===== src/rtl/apb_reg_bank_pkg.sv =====
// Shared constants for the APB register bank: register addresses, STATUS bit
// positions and the default ID byte.
package apb_reg_bank_pkg;

  localparam logic [7:0] ADDR_ID        = 8'h00;
  localparam logic [7:0] ADDR_SCRATCH   = 8'h01;
  localparam logic [7:0] ADDR_GPIO_OUT  = 8'h02;
  localparam logic [7:0] ADDR_GPIO_IN   = 8'h03;
  localparam logic [7:0] ADDR_FIFO_DATA = 8'h04;
  localparam logic [7:0] ADDR_STATUS    = 8'h05;
  localparam logic [7:0] ADDR_CNT_LO    = 8'h06;
  localparam logic [7:0] ADDR_CNT_HI    = 8'h07;

  localparam int STAT_EMPTY = 0;
  localparam int STAT_FULL  = 1;
  localparam int STAT_OVF   = 2;
  localparam int STAT_UDF   = 3;

  localparam logic [7:0] ID_VALUE_DEFAULT = 8'hB8;

  function automatic logic [7:0] pack_status(input logic       empty,
                                             input logic       full,
                                             input logic       ovf,
                                             input logic       udf,
                                             input logic [3:0] count);
    logic [7:0] s;
    s             = {count, 4'b0000};
    s[STAT_EMPTY] = empty;
    s[STAT_FULL]  = full;
    s[STAT_OVF]   = ovf;
    s[STAT_UDF]   = udf;
    return s;
  endfunction

endpackage


===== src/rtl/apb_reg_bank_if.sv =====
// APB bus bundle between the I2C-to-APB bridge (master) and the register bank (slave).
// Handshake: a transfer commits on the cycle PSEL & PENABLE & PREADY are all high.
interface apb_reg_bank_if;
  logic       PSEL;
  logic [7:0] PADDR;
  logic       PENABLE;
  logic       PWRITE;
  logic [7:0] PWDATA;
  logic [7:0] PRDATA;
  logic       PREADY;

  modport master (
    output PSEL, PADDR, PENABLE, PWRITE, PWDATA,
    input  PRDATA, PREADY
  );

  modport slave (
    input  PSEL, PADDR, PENABLE, PWRITE, PWDATA,
    output PRDATA, PREADY
  );
endinterface


===== src/rtl/apb_reg_bank_byte_fifo.sv =====
// Byte-wide mailbox FIFO; DEPTH must be a power of two so pointers wrap for free.
// Push when full and pop when empty leave the contents and pointers untouched.
module byte_fifo #(
  parameter int DEPTH = 4
) (
  input  logic                     clk_i,
  input  logic                     rst_ni,
  input  logic                     push_i,
  input  logic                     pop_i,
  input  logic [7:0]               din_i,
  output logic [7:0]               dout_o,
  output logic                     full_o,
  output logic                     empty_o,
  output logic [$clog2(DEPTH):0]   count_o
);
  localparam int PTR_W = $clog2(DEPTH);
  localparam int CNT_W = PTR_W + 1;

  logic [7:0]       mem_q [DEPTH];
  logic [PTR_W-1:0] wr_ptr_q, wr_ptr_d;
  logic [PTR_W-1:0] rd_ptr_q, rd_ptr_d;
  logic [CNT_W-1:0] count_q, count_d;
  logic             do_push, do_pop;

  assign full_o  = (count_q == CNT_W'(DEPTH));
  assign empty_o = (count_q == '0);
  assign count_o = count_q;
  assign dout_o  = mem_q[rd_ptr_q];

  assign do_push = push_i && !full_o;
  assign do_pop  = pop_i && !empty_o;

  always_comb begin
    wr_ptr_d = wr_ptr_q;
    rd_ptr_d = rd_ptr_q;
    count_d  = count_q;
    if (do_push) wr_ptr_d = wr_ptr_q + 1'b1;
    if (do_pop)  rd_ptr_d = rd_ptr_q + 1'b1;
    case ({do_push, do_pop})
      2'b10:   count_d = count_q + 1'b1;
      2'b01:   count_d = count_q - 1'b1;
      default: count_d = count_q;
    endcase
  end

  always_ff @(posedge clk_i) begin
    if (!rst_ni) begin
      wr_ptr_q <= '0;
      rd_ptr_q <= '0;
      count_q  <= '0;
      for (int i = 0; i < DEPTH; i++) mem_q[i] <= 8'h00;
    end else begin
      wr_ptr_q <= wr_ptr_d;
      rd_ptr_q <= rd_ptr_d;
      count_q  <= count_d;
      if (do_push) mem_q[wr_ptr_q] <= din_i;
    end
  end
endmodule


===== src/rtl/apb_reg_bank.sv =====
// APB slave register bank: ID, scratch, GPIO, byte mailbox, sticky status, cycle counter.
// Define APB_REG_BANK_WAIT_EN to insert one wait state (registered PRDATA) per access.
module apb_reg_bank
  import apb_reg_bank_pkg::*;
#(
  parameter int         FIFO_DEPTH = 4,
  parameter logic [7:0] ID_VALUE   = ID_VALUE_DEFAULT
) (
  input  logic           CLK,
  input  logic           RESETn,
  apb_reg_bank_if.slave  apb,
  input  logic [7:0]     gpio_i,
  output logic [7:0]     gpio_o,
  output logic           irq_o
);
  localparam int CNT_W = $clog2(FIFO_DEPTH) + 1;

  logic [7:0]       scratch_q, scratch_d;
  logic [7:0]       gpio_out_q, gpio_out_d;
  logic [7:0]       sync1_q, sync2_q;
  logic             ovf_q, ovf_d;
  logic             udf_q, udf_d;
  logic [15:0]      cnt_q, cnt_d;
  logic [7:0]       shadow_q, shadow_d;
  logic             irq_q, irq_d;

  logic             access, pready, commit, wr_commit, rd_commit;
  logic [7:0]       rd_data, prdata, snap_hi;
  logic             fifo_push, fifo_pop, fifo_full, fifo_empty;
  logic [7:0]       fifo_dout;
  logic [CNT_W-1:0] fifo_count;

  assign access    = apb.PSEL && apb.PENABLE;
  assign commit    = access && pready;
  assign wr_commit = commit && apb.PWRITE;
  assign rd_commit = commit && !apb.PWRITE;
  assign fifo_push = wr_commit && (apb.PADDR == ADDR_FIFO_DATA);
  assign fifo_pop  = rd_commit && (apb.PADDR == ADDR_FIFO_DATA);

  byte_fifo #(.DEPTH(FIFO_DEPTH)) u_fifo (
    .clk_i   (CLK),
    .rst_ni  (RESETn),
    .push_i  (fifo_push),
    .pop_i   (fifo_pop),
    .din_i   (apb.PWDATA),
    .dout_o  (fifo_dout),
    .full_o  (fifo_full),
    .empty_o (fifo_empty),
    .count_o (fifo_count)
  );

  // Read mux always shows pre-commit state; side effects land on the commit edge.
  always_comb begin
    rd_data = 8'h00;
    case (apb.PADDR)
      ADDR_ID:        rd_data = ID_VALUE;
      ADDR_SCRATCH:   rd_data = scratch_q;
      ADDR_GPIO_OUT:  rd_data = gpio_out_q;
      ADDR_GPIO_IN:   rd_data = sync2_q;
      ADDR_FIFO_DATA: rd_data = fifo_empty ? 8'h00 : fifo_dout;
      ADDR_STATUS:    rd_data = pack_status(fifo_empty, fifo_full, ovf_q, udf_q, 4'(fifo_count));
      ADDR_CNT_LO:    rd_data = cnt_q[7:0];
      ADDR_CNT_HI:    rd_data = shadow_q;
      default:        rd_data = 8'h00;
    endcase
  end

`ifdef APB_REG_BANK_WAIT_EN
  logic       pready_q, pready_d;
  logic [7:0] prdata_q, prdata_d;
  logic [7:0] cap_hi_q, cap_hi_d;

  // First ACCESS cycle captures the read data (and the counter high byte that
  // pairs with it); the second cycle raises PREADY and commits.
  always_comb begin
    pready_d = 1'b0;
    prdata_d = 8'h00;
    cap_hi_d = cap_hi_q;
    if (access && !pready_q) begin
      pready_d = 1'b1;
      prdata_d = rd_data;
      cap_hi_d = cnt_q[15:8];
    end
  end

  always_ff @(posedge CLK) begin
    if (!RESETn) begin
      pready_q <= 1'b0;
      prdata_q <= 8'h00;
      cap_hi_q <= 8'h00;
    end else begin
      pready_q <= pready_d;
      prdata_q <= prdata_d;
      cap_hi_q <= cap_hi_d;
    end
  end

  assign pready  = pready_q;
  assign prdata  = prdata_q;
  assign snap_hi = cap_hi_q;
`else
  assign pready  = 1'b1;
  assign prdata  = access ? rd_data : 8'h00;
  assign snap_hi = cnt_q[15:8];
`endif

  assign apb.PREADY = pready;
  assign apb.PRDATA = prdata;
  assign gpio_o     = gpio_out_q;
  assign irq_o      = irq_q;

  always_comb begin
    scratch_d  = scratch_q;
    gpio_out_d = gpio_out_q;
    ovf_d      = ovf_q;
    udf_d      = udf_q;
    shadow_d   = shadow_q;
    cnt_d      = cnt_q + 16'd1;
    if (fifo_push && fifo_full) ovf_d = 1'b1;
    if (fifo_pop && fifo_empty) udf_d = 1'b1;
    if (wr_commit) begin
      case (apb.PADDR)
        ADDR_SCRATCH:  scratch_d  = apb.PWDATA;
        ADDR_GPIO_OUT: gpio_out_d = apb.PWDATA;
        ADDR_STATUS: begin
          if (apb.PWDATA[STAT_OVF]) ovf_d = 1'b0;
          if (apb.PWDATA[STAT_UDF]) udf_d = 1'b0;
        end
        ADDR_CNT_LO:   cnt_d = 16'h0000;
        default:       ;
      endcase
    end
    if (rd_commit && (apb.PADDR == ADDR_CNT_LO)) shadow_d = snap_hi;
  end

  // irq_o tracks the FIFO occupancy that takes effect at this edge.
  always_comb begin
    irq_d = !fifo_empty;
    if (fifo_push && !fifo_full) irq_d = 1'b1;
    else if (fifo_pop && !fifo_empty && (fifo_count == CNT_W'(1))) irq_d = 1'b0;
  end

  always_ff @(posedge CLK) begin
    if (!RESETn) begin
      scratch_q  <= 8'h00;
      gpio_out_q <= 8'h00;
      sync1_q    <= 8'h00;
      sync2_q    <= 8'h00;
      ovf_q      <= 1'b0;
      udf_q      <= 1'b0;
      cnt_q      <= 16'h0000;
      shadow_q   <= 8'h00;
      irq_q      <= 1'b0;
    end else begin
      scratch_q  <= scratch_d;
      gpio_out_q <= gpio_out_d;
      sync1_q    <= gpio_i;
      sync2_q    <= sync1_q;
      ovf_q      <= ovf_d;
      udf_q      <= udf_d;
      cnt_q      <= cnt_d;
      shadow_q   <= shadow_d;
      irq_q      <= irq_d;
    end
  end
endmodule

===== src/flat_wrapper.sv =====
// flat-port wrapper written by rule: the top's interface ports become plain ports
module apb_reg_bank_flat import apb_reg_bank_pkg::*;
#(
  parameter int         FIFO_DEPTH = 4,
  parameter logic [7:0] ID_VALUE   = ID_VALUE_DEFAULT
)
  (CLK, RESETn, gpio_i, gpio_o, irq_o, apb_PSEL, apb_PADDR, apb_PENABLE, apb_PWRITE, apb_PWDATA, apb_PRDATA, apb_PREADY);
  apb_reg_bank_if apb_i ();
  input  logic CLK;
  input  logic RESETn;
  input  logic [7:0] gpio_i;
  output logic [7:0] gpio_o;
  output logic irq_o;
  input wire logic [$bits(apb_i.PSEL)-1:0] apb_PSEL;
  input wire logic [$bits(apb_i.PADDR)-1:0] apb_PADDR;
  input wire logic [$bits(apb_i.PENABLE)-1:0] apb_PENABLE;
  input wire logic [$bits(apb_i.PWRITE)-1:0] apb_PWRITE;
  input wire logic [$bits(apb_i.PWDATA)-1:0] apb_PWDATA;
  output wire logic [$bits(apb_i.PRDATA)-1:0] apb_PRDATA;
  output wire logic [$bits(apb_i.PREADY)-1:0] apb_PREADY;
  assign apb_i.PSEL = apb_PSEL;
  assign apb_i.PADDR = apb_PADDR;
  assign apb_i.PENABLE = apb_PENABLE;
  assign apb_i.PWRITE = apb_PWRITE;
  assign apb_i.PWDATA = apb_PWDATA;
  assign apb_PRDATA = apb_i.PRDATA;
  assign apb_PREADY = apb_i.PREADY;
  apb_reg_bank #(.FIFO_DEPTH(FIFO_DEPTH), .ID_VALUE(ID_VALUE)) u_core (.CLK(CLK), .RESETn(RESETn), .apb(apb_i), .gpio_i(gpio_i), .gpio_o(gpio_o), .irq_o(irq_o));
endmodule

===== config.mk =====
export PLATFORM = sky130hd
export DESIGN_NAME = apb_reg_bank_flat
export DESIGN_NICKNAME = d
export VERILOG_FILES = /design/src/rtl/apb_reg_bank_pkg.sv /design/src/rtl/apb_reg_bank_if.sv /design/src/rtl/apb_reg_bank_byte_fifo.sv /design/src/rtl/apb_reg_bank.sv /design/src/flat_wrapper.sv
export SDC_FILE = /design/constraint.sdc
export NUM_CORES = 1
export LEC_CHECK = 0
export BUFFER_PORTS_ARGS = -buffer_cell sky130_fd_sc_hd__buf_4
export CAP_MARGIN = 20
export CELL_PAD_IN_SITES_DETAIL_PLACEMENT = 0
export CELL_PAD_IN_SITES_GLOBAL_PLACEMENT = 1
export CORE_MARGIN = 4
export CORE_UTILIZATION = 30
export DETAILED_ROUTE_END_ITERATION = 16
export HOLD_SLACK_MARGIN = 0.06
export PLACE_DENSITY = 0.65
export SKIP_LAST_GASP = 1
export SYNTH_ARGS = -nofsm -noshare
export SYNTH_HDL_FRONTEND = slang
export SYNTH_HIERARCHICAL = 1
export SYNTH_SLANG_ARGS = --single-unit

===== constraint.sdc =====
create_clock -name CLK -period 5.1 [get_ports CLK]
set_input_delay 0 -clock CLK [delete_from_list [all_inputs] [get_ports CLK]]
set_output_delay 0 -clock CLK [all_outputs]
set_load 0.03 [all_outputs]

==> summary.txt, run 1 <==
STA
  • Final worst-path cycle share: 0.539
  • Min Tclk post-route: 2.75 ns
  • Maximum achievable frequency: 364 MHz
  • Max-slew violation count: 0
  • Post-Route Skew: 0.00470 ns
  • Transition time at the pin with the least slew margin: 1.05 ns
  • Setup violation total in the final timing report: 0
  • Worst hold-check slack: 0.150 ns
  • Final Hold Fails: 0
  • Setup repair after global routing missed its margin: no
  • Worst slew margin: 0.291
  • Final-layout setup total negative slack: 0 ns

Hold path
  • Type of the tightest min-delay check: in2reg

Placed design
  • Global placement routability congestion: 0.818
  • Quantity of I/O buffers inserted on ports: 45
  • Placed cell count: 635
  • Post-DP HPWL: 8400 um

Clock network
  • Number of buffers inserted for hold repair after clock tree synthesis: 18
  • Clock-pin transition on the worst setup and hold timing paths: 0.06 ns
  • Level count of the clock H-tree: 3
  • CTS root buf: clkbuf_16
  • Skew-Pair Late Insertion Delay: 0.34 ns
  • Number of gates resized after CTS: 0
  • Setup bufs post-CTS: 0
  • TritonCTS clock tree: done
  • Maximum number of buffers from clock root to sink: 2
  • Number of clock sinks: 100
  • CTS buffer count: 9

Synthesis
  • Fraction of the mapped netlist area in compound gates: 0.0839
  • Synthesized Nets: 458
  • Post-Synth XOR/XNOR Area: 0.0291
  • Leading post-synthesis cells by cell area: dfxtp_1 30%, edfxtp_1 21%, mux4_2 6.0%
  • Adder-cell area share of the yosys netlist: 0.00997
  • Number of flip-flops and latches in the synthesized netlist: 100
  • Post-synth top area cell: dfxtp_1
  • Number of warnings reported in the yosys synthesis log: 6
  • Ys async rst share: 0
  • Number of flops mapped to enable cells by yosys: 32
  • Syn Std Cell Area: 4520 sq um
  • Share of Yosys cell area claimed by the top area cell type: 0.301
  • Average size of a mapped cell: 10.6 sq um
  • Synthesized instance count: 426
  • Main combinational cell family by area after synthesis: simple AND/OR/NAND/NOR gates
  • Most frequent cell after synthesis: dfxtp_1
  • Post-synthesis sequential area ratio: 0.514
  • Simple-gate area share of the yosys netlist: 0.232
  • Synth top cells by count: 68 x dfxtp_1, 43 x and2_1, 32 x edfxtp_1
  • Post-synth top flop: dfxtp_1
  • Number of different library cells in the post-synthesis netlist: 57
  • Mux share of post-synthesis cell area: 0.0980

Setup path
  • Launching point of the worst reg2reg path: u_core/u_fifo/count_o[2]$_SDFFE_PN0P_
  • Start-to-end type of the worst setup path: in2reg
  • Maximum fanout along the worst path: 25
  • Critical Path Sink: u_core/u_fifo/count_o[2]$_SDFFE_PN0P_
  • Reg2reg setup slack: 2.53 ns
  • Data arrival at the endpoint of the critical path: 3.01 ns
  • Worst reg2reg path depth: 9
  • Launch point of the worst path: apb_PADDR[2]
  • Element type at the critical path start: input port
  • Worst path required time: 5.36 ns
  • Terminus of the critical flop-to-flop path: u_core/u_fifo/count_o[2]$_SDFFE_PN0P_
  • Element type at the critical path end: flip-flop

Outcome
  • Status: finished clean

Detailed routing
  • Length of routed met3 wiring: 456 um
  • Top layer used by detailed routing: met4
  • Detail-routed via count per cell: 5.00
  • Via total after detailed routing: 3345
  • M1 WL: 5370 um
  • Drt first pass iters: 4
  • Drt total wl: 11400 um
  • DRC: 0
  • Wire length on met2: 5500 um
  • Antenna-violating nets left: 0
  • Iter 0 DRT Violations: 405
  • Wire length per cell after detailed routing: 17.1 um

Floorplanning
  • Core box area: 14600 sq um
  • Die area: 17100 sq um
  • Number of placed I/O pins: 47
  • Horizontal die dimension: 131 um
  • Number of core rows: 44
  • Vert. Die Dim: 131 um
  • Effective utilization at floorplan: 0.309

Layout
  • Synth-to-layout area growth: 20.6%
  • Diode count: 0
  • Filler-free cell count of the finished design: 669
  • Post-layout nets: 512
  • Layout cell share with drive strength beyond 1: 0.169
  • Count of filler cells inserted in the layout: 1491

Power
  • Power Density: 286 nW/um^2
  • Total Power: 0.00156 W
  • Leakage power figure: 1.99 nW
  • IR Drop Worst-Case VDD: 0.138 mV

GRT
  • Number of global-route vias before repair: 3266
  • Remaining global-route overflow: 0
  • Largest net degree at the start of global routing: 66
  • Global-route wire length before repair: 18100 um
  • Initial antenna violation count: 0
  • GRT Overall Usage: 0.139

Run
  • Max-capacitance violation count: 0
cell usage in the layout, fill, tap and decap left out, types with 5 or more instances in the layout:
cell	Yosys	layout
a21oi_1	8	8
and2_1	43	43
and3_1	12	12
buf_4	1	45
clkbuf_16	0	9
dfxtp_1	68	68
dlygate4sd3_1	0	18
edfxtp_1	32	32
inv_1	12	13
mux2i_1	15	15
mux4_2	12	12
nand2_1	27	27
nand3_1	23	23
nand4_1	8	8
nor2_1	31	31
nor3_1	5	5
nor4_1	5	5
o21ai_0	28	28
xnor2_1	8	8
xor2_1	7	7
area by class of cell:
type | count | area [sq um] | area share
Timing Repair Buffer | 65 | 528 | 0.0969
Clock buffer | 11 | 243 | 0.0445
Inverter | 13 | 48.8 | 0.00896
Sequential cell | 100 | 2320 | 0.426
Clock inverter | 5 | 28.8 | 0.00528
Tap cell | 184 | 230 | 0.0423
Multi-Input combinational cell | 291 | 2050 | 0.376
report_power, final:
part / total (W) / switching (W) / internal, W
combinational: 0.0000924 / 0.0000507 / 0.0000418
sequential: 0.000841 / 0.00000646 / 0.000835
clock: 0.000627 / 0.000286 / 0.000341
stage by stage:
stage               worst slack [ns]  area [sq um]   util
global route                    2.22          5450  0.372
CTS                             2.46          5450  0.372
floorplan                       2.53          4520      -
detailed placement              2.08          5000  0.341
global placement                1.86          4990  0.341
finish                          2.35          5450  0.372
state kept, by name (all words and copies together) (netlist names), named ones only:
name,count
u_core/u_fifo/mem_q,32
u_core/sync1_q,8
u_core/cnt_q,16
u_core/u_fifo/rd_ptr_q,2
u_core/u_fifo/wr_ptr_q,2
u_core/gpio_o,8
u_core/scratch_q,8
u_core/udf_q,1
u_core/irq_o,1
u_core/shadow_q,8
u_core/ovf_q,1
u_core/u_fifo/count_o,3
u_core/sync2_q,8
logic make-up (layout without fill, tap and decap cells):
| kind of cell | after synthesis | in the layout |
|---|---|---|
| and+or+nand+nor | 181 | 181 |
| DFF | 100 | 100 |
| AOI/OAI and AO/OA | 62 | 62 |
| buffers and inverters | 35 | 94 |
| muxes | 29 | 29 |
| xor gates and xnor gates | 15 | 15 |
| adders and majority gates | 3 | 3 |
| other | 1 | 1 |
per-layer routing:
metal	track usage	up-vias
met4	0.0472	0
met3	0.0150	9
met2	0.221	73
met5	0	-
li1	-	1648
met1	0.197	1615
critical path, stage by stage:
cell and delay (ns):
buf_4 0.30, or4b_1 0.54, nor4_1 0.59, nor2b_1 0.28
ha_1 0.21, inv_1 0.06, fa_1 0.38, xor2_1 0.16
or3_1 0.31, a21boi_0 0.17
worst min-delay path by stage:
| stage | start | to | slack [ns] | cells past startpoint |
|---|---|---|---|---|
| 2_1_floorplan | apb_PWDATA[3] | u_core/udf_q$_SDFF_PN0_ | 0.11 | 1 |
| 3_3_place_gp | gpio_i[7] | u_core/sync1_q[7]$_SDFF_PN0_ | 0.21 | 2 |
| 3_5_place_dp | gpio_i[0] | u_core/sync1_q[0]$_SDFF_PN0_ | 0.21 | 2 |
| 4_1_cts | apb_PADDR[3] | u_core/udf_q$_SDFF_PN0_ | 0.14 | 3 |
| 5_1_grt | apb_PADDR[3] | u_core/udf_q$_SDFF_PN0_ | 0.22 | 3 |
| 6_report | apb_PADDR[3] | u_core/udf_q$_SDFF_PN0_ | 0.15 | 3 |
Note: power is estimated with default switching activity, not from simulation.
==> run 2: changes to the inputs <==
clock period = 2.6 ns   (was 5.1 ns; I/O delays follow)
==> summary.txt, run 2 (synthesis results as in run 1) <==
Clock network
  • Number of buffers inserted for hold repair after clock tree synthesis: 17 (-1)
  • Setup bufs post-CTS: 0 (unchanged)
  • Clock-pin transition on the worst setup and hold timing paths: 0.07 ns (about the same)
  • CTS buffer count: 9 (unchanged)
  • Number of gates resized after CTS: 0 (unchanged)
  • Skew-Pair Late Insertion Delay: 0.35 ns (about the same)
  • CTS root buf: clkbuf_16
  • TritonCTS clock tree: done
  • Maximum number of buffers from clock root to sink: 2 (unchanged)
  • Number of clock sinks: 100 (unchanged)
  • Level count of the clock H-tree: 3 (unchanged)

Layout
  • Diode count: 0 (unchanged)
  • Synth-to-layout area growth: 25.1%
  • Layout cell share with drive strength beyond 1: 0.212 (+0.0431)
  • Count of filler cells inserted in the layout: 1491 (unchanged)
  • Register with the most flip-flops: u_core/u_fifo/mem_q
  • Flip-flop count of the largest register, all copies and words added: 32 (unchanged)
  • Final Instance Area: 5650 sq um (+3.7%)
  • Most common cell after layout, fill and taps aside: buf_4
  • Filler-free cell count of the finished design: 693 (+3.6%)
  • Commonest cells after routing, fill and taps aside: 73 x buf_4, 68 x dfxtp_1, 43 x and2_1, 32 x edfxtp_1, 31 x nor2_1
  • Largest registers: u_core/u_fifo/mem_q x32, u_core/cnt_q x16
  • Post-layout nets: 537 (+4.9%)

STA
  • Setup violation total in the final timing report: 0 (unchanged)
  • Worst slew margin: 0.570 (+0.280)
  • Maximum achievable frequency: 428 MHz
  • Setup repair after global routing missed its margin: no
  • Min Tclk post-route: 2.33 ns
  • Transition time at the pin with the least slew margin: 0.638 ns (-0.416 ns)
  • Final worst-path cycle share: 0.898
  • Final-layout setup total negative slack: 0 ns (unchanged)
  • Max-slew violation count: 0 (unchanged)
  • Final setup slack of the worst path: 0.266 ns (-2.09 ns)
  • Post-Route Skew: 0.00563 ns (+0.000927 ns)
  • Final Hold Fails: 0 (unchanged)

GRT
  • Largest net degree at the start of global routing: 35 (-47%)
  • Remaining global-route overflow: 0 (unchanged)
  • Number of global-route vias before repair: 3375 (+3.3%)
  • Global-route wire length before repair: 18800 um (+4.0%)
  • Initial antenna violation count: 0 (unchanged)
  • GRT Overall Usage: 0.146 (+0.00707)

Power
  • Switching share of total power: 0.217 (-0.00263)
  • Fraction of power consumed by the clock network: 0.415 (+0.013)
  • Sequential power share: 0.523 (-0.016)
  • Comb power frac: 0.062 (+0.003)
  • Total Power: 0.00315 W (+100%)
  • Leakage power figure: 2.13 nW (+6.9%)
  • P_sw: 0.000684 W (+99%)
  • IR Drop Worst-Case VDD: 0.317 mV (+130%)
  • Power Density: 557 nW/um^2 (+95%)
  • Internal power: 0.00246 W (+100%)

Hold path
  • Type of the tightest min-delay check: in2reg

Floorplanning
  • Number of core rows: 44 (unchanged)
  • Horizontal die dimension: 131 um (unchanged)
  • Vert. Die Dim: 131 um (unchanged)
  • Core box area: 14600 sq um (unchanged)
  • Number of placed I/O pins: 47 (unchanged)
  • Effective utilization at floorplan: 0.309 (unchanged)
  • Die area: 17100 sq um (unchanged)

Detailed routing
  • Drt first pass iters: 4 (unchanged)
  • Iter 0 DRT Violations: 242 (-40%)
  • DRC: 0 (unchanged)
  • Detail-routed via count per cell: 4.98 (-0.43%)
  • Antenna-violating nets left: 0 (unchanged)
  • Wire length per cell after detailed routing: 17.1 um (about the same)
  • Drt total wl: 11800 um (+3.5%)
  • Via total after detailed routing: 3450 (+3.1%)

Outcome
  • Status: finished clean

Placed design
  • Post-DP HPWL: 8700 um (+3.6%)
  • Worst slack at placement: 0.00154 ns (-2.07 ns)
  • Post-Place Cell Area: 5200 sq um (+4.0%)
  • Quantity of I/O buffers inserted on ports: 45 (unchanged)
  • Global placement routability congestion: 0.795 (-2.7%)
  • Placed cell count: 661 (+4.1%)

Setup path
  • Data arrival at the endpoint of the critical path: 2.61 ns (-0.40 ns)
  • Element type at the critical path end: flip-flop
  • Maximum fanout along the worst path: 5 (-80%)
  • Worst path required time: 2.88 ns (-2.48 ns)
  • Start-to-end type of the worst setup path: reg2reg
  • Element type at the critical path start: flip-flop

Run
  • Max-capacitance violation count: 0 (unchanged)
==> run 2: final timing paths <==
path                                         start                                    end  slack, ns  cells past startpoint
max          u_core/u_fifo/count_o[0]$_SDFFE_PN0P_  u_core/u_fifo/count_o[2]$_SDFFE_PN0P_       0.27                      9
min                                     apb_PWRITE                u_core/irq_o$_SDFF_PN0_       0.07                      3
max reg2reg  u_core/u_fifo/count_o[0]$_SDFFE_PN0P_  u_core/u_fifo/count_o[2]$_SDFFE_PN0P_       0.27                      9
min reg2reg           u_core/sync1_q[7]$_SDFF_PN0_           u_core/sync2_q[7]$_SDFF_PN0_       0.44                      1
==> run 2: critical path: stages (launching register included) <==
cell      delay [ns]
dfxtp_1         0.32
or3b_4          0.43
and2_4          0.18
inv_1           0.10
ha_1            0.19
inv_1           0.06
fa_1            0.37
xor2_1          0.16
or3_1           0.31
a21boi_0        0.16
==> run 2: power groups by stage <==
stage	clock network [W]	registers [W]	logic, W
global route	0.00140	0.00165	0.000213
global placement	0	0.00168	0.000177
detailed placement	0	0.00168	0.000178
CTS	0.00134	0.00165	0.000197
finish	0.00131	0.00165	0.000194
floorplan	0	0.00168	0.0000927
==> run 2: metal layers <==
| layer | up-vias | global-route usage | share of wire |
|---|---|---|---|
| met3 | 20 | 0.0293 | 0.045 |
| met4 | 0 | 0.0605 | 0.025 |
| met1 | 1661 | 0.200 | 0.47 |
| met5 | - | 0 | 0 |
| met2 | 70 | 0.225 | 0.46 |
| li1 | 1699 | - | - |
==> run 2: cell type report <==
| cell class | count | area [sq um] | area share |
|---|---|---|---|
| clock inverters | 5 | 53.8 | 0.00952 |
| inverters | 13 | 48.8 | 0.00864 |
| repair buffers | 90 | 718 | 0.127 |
| multi-input cells | 291 | 2050 | 0.362 |
| clock buffers | 10 | 229 | 0.0405 |
| well taps | 184 | 230 | 0.0407 |
| flip-flops and latches | 100 | 2320 | 0.411 |
==> run 2: metrics by stage <==
stage                      util  hold slack (ns)
after global placement    0.355            0.210
final                     0.386           0.0680
after global routing      0.386           0.0694
after detailed placement  0.355            0.216
after CTS                 0.386           0.0636
after floorplan               -            0.110
